[config.mk]
export PLATFORM = sky130hd
export DESIGN_NAME = datapath
export DESIGN_NICKNAME = d
export VERILOG_FILES = /design/src/rtl/datapath_pkg.sv /design/src/rtl/load_reg.sv /design/src/rtl/datapath.sv
export SDC_FILE = /design/constraint.sdc
export NUM_CORES = 1
export LEC_CHECK = 0
export CAP_MARGIN = 10
export CORE_UTILIZATION = 44
export CTS_BUF_LIST = sky130_fd_sc_hd__clkbuf_4 sky130_fd_sc_hd__clkbuf_8 sky130_fd_sc_hd__clkbuf_16
export CTS_CLUSTER_DIAMETER = 200
export DETAILED_ROUTE_END_ITERATION = 8
export HOLD_SLACK_MARGIN = 0.05
export PLACE_DENSITY = 0.92
export SYNTH_ARGS = -nofsm -noshare
export SYNTH_HDL_FRONTEND = slang
export SYNTH_HIERARCHICAL = 1
export SYNTH_SLANG_ARGS = --single-unit
[constraint.sdc]
create_clock -name clk -period 1.76 [get_ports clk]
set_clock_uncertainty 0.05 [all_clocks]
set_input_delay 0.264 -clock clk [delete_from_list [all_inputs] [get_ports clk]]
set_output_delay 0.264 -clock clk [all_outputs]
set_load 0.005 [all_outputs]
[src/rtl/datapath_pkg.sv]
// Shared constants and the instruction-word layout for the datapath block.
package datapath_pkg;

  localparam int unsigned WORD_W   = 16;
  localparam int unsigned OPC_MSB  = 15;
  localparam int unsigned OPC_LSB  = 12;
  localparam int unsigned MODE_MSB = 11;
  localparam int unsigned MODE_LSB = 10;
  localparam int unsigned LABEL_W  = 10;

  localparam int unsigned OPC_W  = OPC_MSB - OPC_LSB + 1;
  localparam int unsigned MODE_W = MODE_MSB - MODE_LSB + 1;

  // Instruction word: opcode | mode | label, MSB first.
  typedef struct packed {
    logic [OPC_W-1:0]   opc;
    logic [MODE_W-1:0]  mode;
    logic [LABEL_W-1:0] label;
  } ir_t;

endpackage : datapath_pkg

[src/rtl/load_reg.sv]
// Parameterized-width register with load enable and async active-low reset.
module load_reg #(
  parameter int unsigned W = 16
) (
  input  logic         clk,
  input  logic         rst_n,
  input  logic         ld,
  input  logic [W-1:0] d,
  output logic [W-1:0] q
);

  logic [W-1:0] q_d;
  logic [W-1:0] q_q;

  // Next value: load when enabled, otherwise hold.
  always_comb begin
    q_d = q_q;
    if (ld) begin
      q_d = d;
    end
  end

  // State register, cleared immediately on reset.
  always_ff @(posedge clk or negedge rst_n) begin
    if (!rst_n) begin
      q_q <= W'(0);
    end else begin
      q_q <= q_d;
    end
  end

  assign q = q_q;

endmodule : load_reg

[src/rtl/datapath.sv]
// Instruction register and memory address register pair.
// Build option: define DATAPATH_LABEL_EN to let Tlabel steer the IR label
// field into MAR; otherwise MAR always loads data_bus and Tlabel is ignored.
module datapath
  import datapath_pkg::*;
(
  input  logic                clk,
  input  logic                rst_n,
  input  logic                ldMAR,
  input  logic [WORD_W-1:0]   data_bus,
  input  logic                ldIR,
  input  logic                Tlabel,
  output logic [OPC_W-1:0]    ir_1,
  output logic [MODE_W-1:0]   ir_2,
  output logic [WORD_W-1:0]   ir_out,
  output logic [WORD_W-1:0]   mar_out
);

  logic [WORD_W-1:0] ir_q;
  logic [WORD_W-1:0] mar_q;
  logic [WORD_W-1:0] mar_src_c;
  ir_t               ir_fields_c;

  assign ir_fields_c = ir_t'(ir_q);

  // MAR source select; the label comes from the pre-edge IR contents.
  always_comb begin
    mar_src_c = data_bus;
`ifdef DATAPATH_LABEL_EN
    if (Tlabel) begin
      mar_src_c = WORD_W'(ir_fields_c.label);
    end
`endif
  end

`ifndef DATAPATH_LABEL_EN
  // Label path compiled out: Tlabel and the label field have no reader.
  logic [LABEL_W:0] unused_label_c;
  assign unused_label_c = {Tlabel, ir_fields_c.label};
`endif

  load_reg #(.W(WORD_W)) u_ir (
    .clk   (clk),
    .rst_n (rst_n),
    .ld    (ldIR),
    .d     (data_bus),
    .q     (ir_q)
  );

  load_reg #(.W(WORD_W)) u_mar (
    .clk   (clk),
    .rst_n (rst_n),
    .ld    (ldMAR),
    .d     (mar_src_c),
    .q     (mar_q)
  );

  assign ir_1    = ir_fields_c.opc;
  assign ir_2    = ir_fields_c.mode;
  assign ir_out  = ir_q;
  assign mar_out = mar_q;

endmodule : datapath

==> impl_metrics.yaml <==
global_routing:
  top_usage_layer: "met2"
  grt_pass1_vias: 870
  use_met1: 0.231
  grt_antenna_before_repair: 0
  grt_pass1_wl_um: 4350
  grt.total_usage: 0.182
  grt_max_degree: 33
  grt-ovfl-total: 0
  use_met2: 0.279
  grt_use_met3: 0.0862
power_and_ir_drop:
  power.static_leakage_nw: 0.870
  ir_drop_mv: 0.641
  clkPwrFrac: 0.259
  switching_share: 0.236
  pwr-share-seq: 0.509
  power_mw: 1.68
  p_int_mw: 1.28
  switchingPower_uw: 395
  p_per_area_nw_per_um2: 857
  comb_power_share: 0.232
sta:
  hold_viol_final: 0
  max-slew-margin-rel: 0.742
  fin_ws_ns: 0.217
  worstMarginPinSlew_ns: 0.387
  finalSetupViolCount: 0
  finalCritPeriodShare: 0.876
  setup_tns_ns: 0
  finalCriticalPeriod_ns: 1.54
  grt_setup_unrepaired: "no"
  drv_slew: 0
  timing.fmax_mhz: 648
cells_and_area:
  area_growth_pct: 45.4
  utilization: 0.691
  fin_area_um2: 1950
  fin_nets: 152
  drive_gt1_frac: 0.326
  antenna-diode-count: 0
logic_synthesis:
  ys_seq_area_frac: 0.596
  synth_flop_cell: "dfrtp_1"
  syn_area_per_cell_um2: 18.2
  yosys.area.top_type_share: 0.596
  yosys-top-cells-area: "dfrtp_1, mux2_4, mux2_2"
  synth_cells: 74
  synth.most_common_cell: "dfrtp_1"
  synth_area_um2: 1340
  synth_enable_flop_cells: 0
  async_flop_share: 1.00
  synth.distinct_cells: 6
  ys_seq_elements: 32
  synth_top_cell_by_area: "dfrtp_1"
  synth_fp_nets: 95
  yosys-top-cells-count: "dfrtp_1, mux2_4, mux2_2, buf_4"
  yosysWarnings: 6
clocking:
  cts_tree: "done"
  clk_pin_slew_ns: 0.10
  cts_buffers: 5
  post_cts_buffers: 0
  clock_path_buffers: 2
  clk_latency_ns: 0.32
  clock_sinks: 32
  postCtsHoldBufs: 0
  cts_root_buf: "clkbuf_4"
  ctsResizeCount: 0
  htreeDepth: 2
detailed_routing:
  routed_via_density: 4.97
  dr.first_iter.drc_count: 35
  ant_nets: 0
  wire_per_inst_um: 15.6
  vias: 810
  dr.pass1.iters: 6
  drcViolationCount: 7
  drt-total-wl_um: 2540
worst_setup_path:
  crit_start: "u_ir/q[10]$_DFFE_PN0P_"
  worstSetupPathType: "flip-flop to output port"
  max_stage_delay_ns: 0.51
  r2r_end: "u_mar/q[7]$_DFFE_PN0P_"
  cp_num_buf_inv: 1
  r2r_start: "u_mar/q[7]$_DFFE_PN0P_"
  start_kind: "flip-flop"
  crit_required_ns: 1.45
  cp_slowest_cell: "clkdlybuf4s50_1"
  worst-r2r-setup-slack_ns: 0.92
  arrival_ns: 1.23
  cp_max_fo: 3
  crit_family: "buffers and inverters"
  ff2ff_path_depth: 1
  crit_chain: "clkdlybuf4s50_1"
  end_kind: "output port"
die:
  die_area_um2: 3280
  start_util: 0.475
  die_h_um: 57.3
  die_w_um: 57.3
  ios: 59
  core_area_um2: 2830
  rows: 19
run_status:
  violations: "design-rule violations"
  outcome: "finished with violations"
placed_design:
  hpwl_um: 1730
  dp_worst_setup_slack_ns: 0.278
  gp_congestion: 0.751
  place_area_um2: 1890
  io_buffers: 57
worst_hold_path:
  hp-class: "primary input to asynchronous set/reset pin"
job:
  maxCapViolations: 0
==> power groups by stage <==
stage / Clock [mW] / Sequential [mW] / Combinational, mW
after floorplan: 0 / 0.869 / 0.154
after global placement: 0 / 0.862 / 0.383
after detailed placement: 0 / 0.867 / 0.390
after CTS: 0.451 / 0.854 / 0.394
after global routing: 0.483 / 0.864 / 0.417
final: 0.434 / 0.853 / 0.388
==> worst max-delay path by stage <==
stage / end / slack, ns / cells after the start
final: ir_2[0] / 0.22 / 1
after detailed placement: u_ir/q[2]$_DFFE_PN0P_ / 0.28 / 3
after CTS: ir_out[14] / 0.19 / 1
after global routing: ir_1[2] / 0.15 / 1
after global placement: u_mar/q[13]$_DFFE_PN0P_ / 0.29 / 3
after floorplan: u_ir/q[10]$_DFFE_PN0P_ / 0.78 / 3
==> stage by stage <==
stage          std cells  hold WS [ns]
2_1_floorplan         74       -0.0816
3_3_place_gp         155         0.441
3_5_place_dp         155         0.444
4_1_cts              163         0.276
5_1_grt              163         0.287
6_report             163         0.274
==> placed cells by master (no fill, tap or decap) <==
cell / Yosys / layout
mux2_2: 12 / 12
clkbuf_4: 0 / 5
dfrtp_1: 32 / 32
buf_12: 2 / 2
mux2_4: 20 / 20
clkbuf_8: 0 / 1
clkinv_2: 0 / 2
buf_4: 6 / 1
clkdlybuf4s50_1: 0 / 57
==> sequential cells by signal, indices dropped and copies added (netlist names) <==
name / flops
u_ir/q: 16
u_mar/q: 16
==> metal layers <==
metal,wire [um],share of wire
met1,1110,0.44
met2,1140,0.45
met3,265,0.10
met4,25,0.0099
met5,0,0
==> logic make-up after synthesis <==
group / after synthesis / synth area share
flops: 32 / 0.596
buf+inv: 10 / 0.0801
mux: 32 / 0.324
==> cell type report <==
cell class,count,area [um^2]
fillers,188,875
flip-flops and latches,32,801
repair buffers,60,618
well taps,31,38.8
clock buffers,6,51.3
multi-input cells,32,435
clock inverters,2,10.0
No activity file was read; power rests on OpenSTA's default activity.
